[config.mk]
export PLATFORM = sky130hd
export DESIGN_NAME = hazard_ctrl
export DESIGN_NICKNAME = d
export VERILOG_FILES = /design/src/rtl/hazard_ctrl.sv
export SDC_FILE = /design/constraint.sdc
export NUM_CORES = 1
export LEC_CHECK = 0
export CORE_MARGIN = 2
export CORE_UTILIZATION = 46
export DETAILED_ROUTE_END_ITERATION = 7
export HOLD_SLACK_MARGIN = 0.08
export PLACE_DENSITY_LB_ADDON = 0.12
export SETUP_SLACK_MARGIN = 0.4
export SLEW_MARGIN = 20
export SYNTH_ARGS = -nofsm -noshare
export SYNTH_HDL_FRONTEND = slang
export SYNTH_SLANG_ARGS = --single-unit
[constraint.sdc]
create_clock -name clk -period 4.54 [get_ports clk]
set_input_delay 1.362 -clock clk [delete_from_list [all_inputs] [get_ports clk]]
set_output_delay 1.362 -clock clk [all_outputs]
set_load 0.01 [all_outputs]
[src/rtl/hazard_ctrl.sv]
// hazard_ctrl: hazard controller for the 5-stage core.
// Detects load-use hazards, selects EX-stage forwarding sources, freezes the
// front of the pipe while a multi-cycle op occupies EX, and squashes fetched
// instructions after a taken branch (optionally for a few extra cycles).
// Control outputs are combinational from the FSM state and the pipeline
// register fields; only the state, the down-counter and the stall counter
// are registered.
module hazard_ctrl #(
    parameter int REG_W       = 3,
    parameter int MC_LAT      = 4,
    parameter int FLUSH_EXTRA = 0,
    parameter int ZERO_REG    = 1,
    parameter int PERF_W      = 16
) (
    input  logic              clk,
    input  logic              rst_n,
    input  logic              id_ex_mem_read,
    input  logic [REG_W-1:0]  id_ex_rd,
    input  logic              id_ex_mc_start,
    input  logic [REG_W-1:0]  id_ex_rs,
    input  logic [REG_W-1:0]  id_ex_rt,
    input  logic [REG_W-1:0]  if_id_rs,
    input  logic [REG_W-1:0]  if_id_rt,
    input  logic              ex_mem_reg_write,
    input  logic [REG_W-1:0]  ex_mem_rd,
    input  logic              mem_wb_reg_write,
    input  logic [REG_W-1:0]  mem_wb_rd,
    input  logic              branch_taken,
    output logic              stall,
    output logic              pc_write,
    output logic              if_id_write,
    output logic              id_ex_write,
    output logic              if_id_flush,
    output logic              id_ex_flush,
    output logic              ex_mem_flush,
    output logic [1:0]        fwd_a,
    output logic [1:0]        fwd_b,
    output logic              mc_busy,
    output logic [PERF_W-1:0] stall_cnt
);

    // The down-counter is shared by the freeze and the extra-flush phases,
    // so it is sized for whichever of the two needs the larger preload.
    localparam int CNT_MAX = (MC_LAT > FLUSH_EXTRA) ? MC_LAT : FLUSH_EXTRA;
    localparam int CNT_W   = ($clog2(CNT_MAX + 1) < 1) ? 1 : $clog2(CNT_MAX + 1);

    // Preload values; guarded so that degenerate parameter choices never
    // produce a negative constant.
    localparam logic [CNT_W-1:0] MC_LOAD    = (MC_LAT >= 2) ? CNT_W'(MC_LAT - 2) : '0;
    localparam logic [CNT_W-1:0] FLUSH_LOAD = (FLUSH_EXTRA > 0) ? CNT_W'(FLUSH_EXTRA - 1) : '0;
    localparam logic             MC_ENABLED = (MC_LAT >= 2);
    localparam logic             HAS_EXTRA  = (FLUSH_EXTRA > 0);
    localparam logic             ZERO_HARD  = (ZERO_REG != 0);

    typedef enum logic [1:0] {
        IDLE    = 2'd0,
        MC_WAIT = 2'd1,
        FLUSH   = 2'd2
    } state_t;

    state_t           state;
    state_t           state_next;
    logic [CNT_W-1:0] cnt;
    logic [CNT_W-1:0] cnt_next;

    logic load_use_hit;
    logic freeze;
    logic lu_stall;

    // A destination register is a live producer unless it is the hardwired
    // zero register.
    function automatic logic live_reg(input logic [REG_W-1:0] r);
        return !(ZERO_HARD && (r == '0));
    endfunction

    // Forwarding select for one EX operand: the younger EX/MEM result beats
    // the older MEM/WB result when both target the same register.
    function automatic logic [1:0] fwd_sel(input logic [REG_W-1:0] src);
        logic [1:0] sel;
        sel = 2'b00;
        if (ex_mem_reg_write && live_reg(ex_mem_rd) && (ex_mem_rd == src)) begin
            sel = 2'b10;
        end else if (mem_wb_reg_write && live_reg(mem_wb_rd) && (mem_wb_rd == src)) begin
            sel = 2'b01;
        end
        return sel;
    endfunction

    // Raw load-use condition: a load in ID/EX feeds an instruction in IF/ID.
    always_comb begin
        load_use_hit = id_ex_mem_read && live_reg(id_ex_rd) &&
                       ((id_ex_rd == if_id_rs) || (id_ex_rd == if_id_rt));
    end

    // Operand forwarding runs every cycle regardless of FSM state.
    always_comb begin
        fwd_a = fwd_sel(id_ex_rs);
        fwd_b = fwd_sel(id_ex_rt);
    end

    // Next-state logic plus the freeze / load-use / flush decisions.
    always_comb begin
        state_next  = state;
        cnt_next    = cnt;
        freeze      = 1'b0;
        lu_stall    = 1'b0;
        if_id_flush = 1'b0;
        id_ex_flush = 1'b0;

        case (state)
            IDLE: begin
                if (branch_taken) begin
                    if_id_flush = 1'b1;
                    id_ex_flush = 1'b1;
                    if (HAS_EXTRA) begin
                        state_next = FLUSH;
                        cnt_next   = FLUSH_LOAD;
                    end
                end else if (id_ex_mc_start && MC_ENABLED) begin
                    freeze     = 1'b1;
                    state_next = MC_WAIT;
                    cnt_next   = MC_LOAD;
                end else if (load_use_hit) begin
                    lu_stall = 1'b1;
                end
            end

            MC_WAIT: begin
                if (cnt != '0) begin
                    freeze   = 1'b1;
                    cnt_next = cnt - CNT_W'(1);
                end else begin
                    state_next = IDLE;
                    if (load_use_hit) begin
                        lu_stall = 1'b1;
                    end
                end
            end

            FLUSH: begin
                if_id_flush = 1'b1;
                if (cnt == '0) begin
                    state_next = IDLE;
                end else begin
                    cnt_next = cnt - CNT_W'(1);
                end
            end

            default: begin
                state_next = IDLE;
                cnt_next   = '0;
            end
        endcase

        if (lu_stall) begin
            id_ex_flush = 1'b1;
        end
    end

    // Pipeline enables derived from the freeze and load-use decisions.
    always_comb begin
        stall        = freeze || lu_stall;
        pc_write     = !(freeze || lu_stall);
        if_id_write  = !(freeze || lu_stall);
        id_ex_write  = !freeze;
        ex_mem_flush = freeze;
        mc_busy      = (state == MC_WAIT);
    end

    // FSM state and shared down-counter.
    always_ff @(posedge clk or negedge rst_n) begin
        if (!rst_n) begin
            state <= IDLE;
            cnt   <= '0;
        end else begin
            state <= state_next;
            cnt   <= cnt_next;
        end
    end

    // Saturating count of cycles spent stalled.
    always_ff @(posedge clk or negedge rst_n) begin
        if (!rst_n) begin
            stall_cnt <= '0;
        end else if (stall && (stall_cnt != {PERF_W{1'b1}})) begin
            stall_cnt <= stall_cnt + PERF_W'(1);
        end
    end

endmodule
==> results of run 1 <==
[synth_stat cells (2+ instances only)]
cell type / n / share of area
inv_1: 4 / 0.011
nand4_2: 2 / 0.019
o21ai_0: 2 / 0.0075
nor3_2: 3 / 0.023
a21oi_1: 3 / 0.011
dfrtp_1: 20 / 0.38
xor2_1: 7 / 0.046
nor2_1: 8 / 0.023
nand3_1: 13 / 0.049
nand2_1: 6 / 0.017
xnor2_1: 22 / 0.15
ha_1: 3 / 0.028
nand4_1: 3 / 0.014
o31ai_1: 4 / 0.023
nor3_1: 4 / 0.015
mux2_2: 4 / 0.034
and3_1: 6 / 0.028
nand2b_1: 2 / 0.0094
[final cells by class]
class	instances	area [sq um]	share of cell area
sequential	20	500	0.252
tap	31	38.8	0.0195
timing repair buffer	63	582	0.293
inverter	5	20.0	0.0101
clock buffer	3	22.5	0.0113
multi-input combinational	107	825	0.415
[through the flow]
| step | cells | setup slack (ns) |
|---|---|---|
| 4_1_cts | 229 | 0.377 |
| 2_1_floorplan | 134 | 0.840 |
| 3_3_place_gp | 224 | -0.136 |
| 6_report | 229 | 0.420 |
| 5_1_grt | 229 | 0.320 |
| 3_5_place_dp | 224 | -0.176 |
[cells by family (layout without fill, tap and decap cells)]
family,count (synthesis),in the layout,synth area share
muxes,4,4,0.0339
DFF,20,20,0.377
xor gates and xnor gates,29,29,0.191
AOI/OAI and AO/OA,14,14,0.0773
buffers and inverters,7,71,0.0292
and+or+nand+nor,57,57,0.263
adders and majority gates,3,3,0.0283
[path summary, 6_finish.rpt]
check / from / end / slack, ns / depth (start not counted)
max: if_id_rt[0] / id_ex_flush / 0.42 / 8
min: cnt[0] / cnt[0] / 0.50 / 1
max reg2reg: cnt[0] / stall_cnt[1] / 2.28 / 8
min reg2reg: cnt[0] / cnt[0] / 0.50 / 1
max in group asynchronous: rst_n / cnt[2] / 2.46 / 1
min in group asynchronous: rst_n / stall_cnt[6] / 1.55 / 1
[power by group through the flow]
stage	Combinational, W	Clock [W]	Sequential [W]
final	0.000451	0.0000832	0.000290
after global routing	0.000498	0.0000912	0.000299
after CTS	0.000455	0.0000850	0.000291
after detailed placement	0.000468	0	0.000294
after global placement	0.000457	0	0.000291
after floorplan	0.000243	0	0.000300
[metal layers]
layer / wire length, um / GRT usage / vias up
met1: 1260 / 0.222 / 583
met5: 0 / 0 / -
met3: 192 / 0.0290 / 2
met4: 27 / 0.0664 / 0
met2: 1550 / 0.336 / 41
li1: - / - / 601
[flip-flops by register name, indices dropped and copies added (netlist names)]
name	count
cnt	3
stall_cnt	16
state	1
[timing repair]
action	CTS	global route
resized for setup	36	14
hold buffers	0	0
cloned	0	0
setup buffers	2	0
setup endpoints to repair	8	8
pin swaps	10	8
==> impl_metrics.ini, run 1 <==
[setup_path]
cp-start-kind = input pin
crit_path_end_kind = primary output
crit_chain = dlygate4sd2_1 > xor2_1 > nor3_2 > buf_4 > nor2_1 > or3_1 > a21oi_1 > buf_2
cp_max_fo = 2
crit_slowest_cell = or3_1
worstPathArrival_ns = 2.76
required_ns = 3.18
worstSetupPathType = input pin to primary output
cp.buffers_inverters = 3
crit_family = simple AND/OR/NAND/NOR gates
slowest_delay_ns = 0.33

[layout]
area_growth_syn_to_layout_pct = 49.8
utilization = 0.721
final_cell_mix = 33 x clkdlybuf4s50_1, 21 x xnor2_1, 20 x dfrtp_1, 13 x nand3_1, 11 x dlygate4sd2_1
final_layout_size_suffix_gt1_frac = 0.207
design_area_sq_um = 1990
antenna_cells = 0
num-fill-cells = 206
nets = 231
final_common_cell = clkdlybuf4s50_1

[clocking]
insertion_delay_ns = 0.29
clockBufferDepth = 2
cts.htree.levels = 1
path_clk_slew_ns = 0.11
cts.sinks = 20
cts_tree = built
cts_buffers = 3
cts_root_buffer = clkbuf_4

[timing]
post-route-min-period_ns = 4.12
whs_ns = 0.496
finalCritPeriodShare = 0.907
hold_viol = 0
maxSlewViolCount = 0
setup_viol = 0
max_freq_mhz = 243
slew_headroom = 0.418
worstMarginPinSlew_ns = 0.871
fin_worst_skew_ns = 0.00139
finalSetupTns_ns = 0
rsz0062_at_grt = yes

[synthesis]
ys_seq_area_frac = 0.377
ys_ff_latch = 20
syn_inst = 134
synth_ff_type = dfrtp_1
avgSynthCellArea_sq_um = 9.91
synthesis.yosys.warnings = 0
syn_nets = 165
syn_area_sq_um = 1330
synth-async-reset-ratio = 1.00
synth_edf_count = 0
ys_types = 36

[power_and_ir_drop]
swShare = 0.393
comb_power_share = 0.547
seq_power_share = 0.352
netSwitchingPower_w = 0.000324
vdd_drop_max_mv = 0.368
powerDensity_nw_per_um2 = 415
p_total_w = 0.000825
intPower_w = 0.000501
clkPwrFrac = 0.101
cellLeakagePower_nw = 0.880

[run]
max_cap_viol_count = 0

[route]
ant_nets = 0
dr.pass1.iters = 4
drc = 0
drt-vias-per-instance = 5.36
wirelength_um = 3030
num_vias = 1227
drt_iter0_markers = 18
wire_per_inst_um = 13.2

[floorplan]
placementRows = 19
core_area_sq_um = 2760
start_util = 0.481
dieHeight_um = 57.7
fp.dieW_um = 57.7
boundaryPins = 56
die_area_sq_um = 3330

[global_routing]
grt_pass1_wl_um = 4860
overflow = 0
grt_pass1_vias = 1172
antenna_found_initial = 0
grt_util_all_layers = 0.186
grt_start_max_net_pins = 21

[worst_hold_path]
hold_path.class = register to register

[status]
status = completed

[placement]
finalWeightedCongestion = 0.782
dp_hpwl_um = 2380
portBuffers = 55
place_area_sq_um = 1940
No activity file was read; power rests on OpenSTA's default activity.
==> run 2: changes to the inputs <==
--- a/config.mk
+++ b/config.mk
@@ -10,6 +10,7 @@
 export DETAILED_ROUTE_END_ITERATION = 7
 export HOLD_SLACK_MARGIN = 0.08
 export PLACE_DENSITY_LB_ADDON = 0.12
+export REMOVE_ABC_BUFFERS = 1
 export SETUP_SLACK_MARGIN = 0.4
 export SLEW_MARGIN = 20
 export SYNTH_ARGS = -nofsm -noshare
==> run 2 against run 1 <==
Count of clock-buffer cells in the layout rose by 1. Final cell count up 1.7%. Via count up 3.3%. Wire length up 4.0%. Critical path depth stayed put. Die area unchanged. Cell area is 1.4% higher. Non-clock buffer count increased by 3. Core utilization increased by 1.0 points. First-iteration DRC count is 94% higher. Critical endpoint is now if_id_write. Largest cell class unchanged. Largest power group unchanged. Highest routed layer unchanged.
==> impl_metrics.ini, run 2 (synthesis gave the netlist of run 1 again) <==
[layout]
final_cell_mix = 32 x clkdlybuf4s50_1, 22 x xnor2_1, 20 x dfrtp_1, 13 x nand3_1
num-fill-cells = 215
largest-register = stall_cnt
antenna_cells = 0
final_common_cell = clkdlybuf4s50_1
seq_area_sq_um = 500
nets = 234
largest_register_ffs = 16
reg_top3 = stall_cnt (16), cnt (3), state (1)
final_layout_size_suffix_gt1_frac = 0.203
multi_input_area_sq_um = 805
area_growth_syn_to_layout_pct = 51.9

[global_routing]
grt_start_max_net_pins = 21
grt_pass1_vias = 1257
overflow = 0
antenna_found_initial = 0
grt_pass1_wl_um = 4980
grt_util_all_layers = 0.186

[setup_path]
rr_endpoint = stall_cnt[1]
crit_path_end_kind = primary output
endpoint = if_id_write
critical_path.startpoint = id_ex_rd[1]
r2r_start = cnt[0]
required_ns = 3.18
worstSetupPathType = input pin to primary output
cp_max_fo = 4
cp-start-kind = input pin
ff2ff_path_depth = 9
worstPathArrival_ns = 2.78
r2r_slack_ns = 2.22

[floorplan]
boundaryPins = 56
start_util = 0.481
dieHeight_um = 57.7
placementRows = 19
core_area_sq_um = 2760
fp.dieW_um = 57.7
die_area_sq_um = 3330

[route]
drt-vias-per-instance = 5.44
drt_iter0_markers = 35
wire_per_inst_um = 13.5
dr.pass1.iters = 4
wirelength_um = 3150
ant_nets = 0
drc = 0
num_vias = 1268

[clocking]
cts.htree.levels = 1
cts_buffers = 3
cts_root_buffer = clkbuf_4
cts.sinks = 20
insertion_delay_ns = 0.29
clockBufferDepth = 2
path_clk_slew_ns = 0.11
cts_tree = built

[power_and_ir_drop]
cellLeakagePower_nw = 0.915
p_total_w = 0.000858
vdd_drop_max_mv = 0.297
powerDensity_nw_per_um2 = 425

[timing]
max_freq_mhz = 241
whs_ns = 0.507
hold_viol = 0
maxSlewViolCount = 0
setup_viol = 0
fin_worst_skew_ns = 0.00101
finalSetupTns_ns = 0
rsz0062_at_grt = no
setup_slack_ns = 0.399
finalCritPeriodShare = 0.912
post-route-min-period_ns = 4.14
worstMarginPinSlew_ns = 0.893
slew_headroom = 0.403

[placement]
dp_hpwl_um = 2410
post-place-ws_ns = -0.163
finalWeightedCongestion = 0.773
portBuffers = 55

[run]
max_cap_viol_count = 0

[worst_hold_path]
hold_path.class = register to register

[status]
status = completed
[run 2: cell types whose count changed in the layout (fill, tap and decap cells not counted), sizes merged]
| cell | delta |
|---|---|
| buf | +2 |
| dlymetal6s2s | +2 |
| clkdlybuf4s15 | +1 |
| clkdlybuf4s50 | -1 |
[run 2: worst max-delay path, cell delays in order]
cell	delay, ns
dlygate4sd2_1	0.28
xor2_1	0.25
nor3_2	0.09
buf_4	0.13
buf_4	0.12
o21ai_2	0.14
and2_4	0.18
clkdlybuf4s15_2	0.23
[run 2: cell type report]
type	instances	share of cell area
flip-flops and latches	20	0.248
multi-input cells	107	0.399
well taps	31	0.0192
clock buffers	4	0.0180
inverters	5	0.00993
repair buffers	66	0.306
[run 2: how the worst min path moves through the flow]
stage                  from            to  depth (start not counted)
6_report       stall_cnt[8]  stall_cnt[8]                          1
4_1_cts              cnt[0]        cnt[0]                          1
3_3_place_gp         cnt[0]        cnt[0]                          1
5_1_grt              cnt[0]        cnt[0]                          1
3_5_place_dp   stall_cnt[4]  stall_cnt[4]                          1
2_1_floorplan        cnt[0]        cnt[0]                          1
[run 2: per-layer routing]
layer	up-vias	global-route usage	part of all wire
li1	607	-	-
met1	604	0.207	0.42
met2	51	0.362	0.51
met3	6	0.0246	0.052
met4	0	0.0565	0.018
met5	-	0	0
[run 2: timing repair]
action | in CTS | in global routing
buffers inserted | 2 | 1
endpoints found under the setup margin | 9 | 7
pin swaps | 9 | 10
hold buffers | 0 | 0
cloned | 0 | 0
gates resized for setup | 33 | 10
[run 2: through the flow]
step,cell area (sq um),utilization,instances
floorplan,1310,-,132
global placement,1960,0.710,226
detailed placement,1960,0.710,226
CTS,1990,0.721,232
global route,2020,0.731,233
finish,2020,0.731,233
[run 2: where the power goes]
part / switching [W] / total (W) / internal, W
clock network: 0.0000536 / 0.000102 / 0.0000488
logic: 0.000214 / 0.000464 / 0.000250
registers: 0.0000630 / 0.000292 / 0.000229
total: 0.000331 / 0.000858 / 0.000527
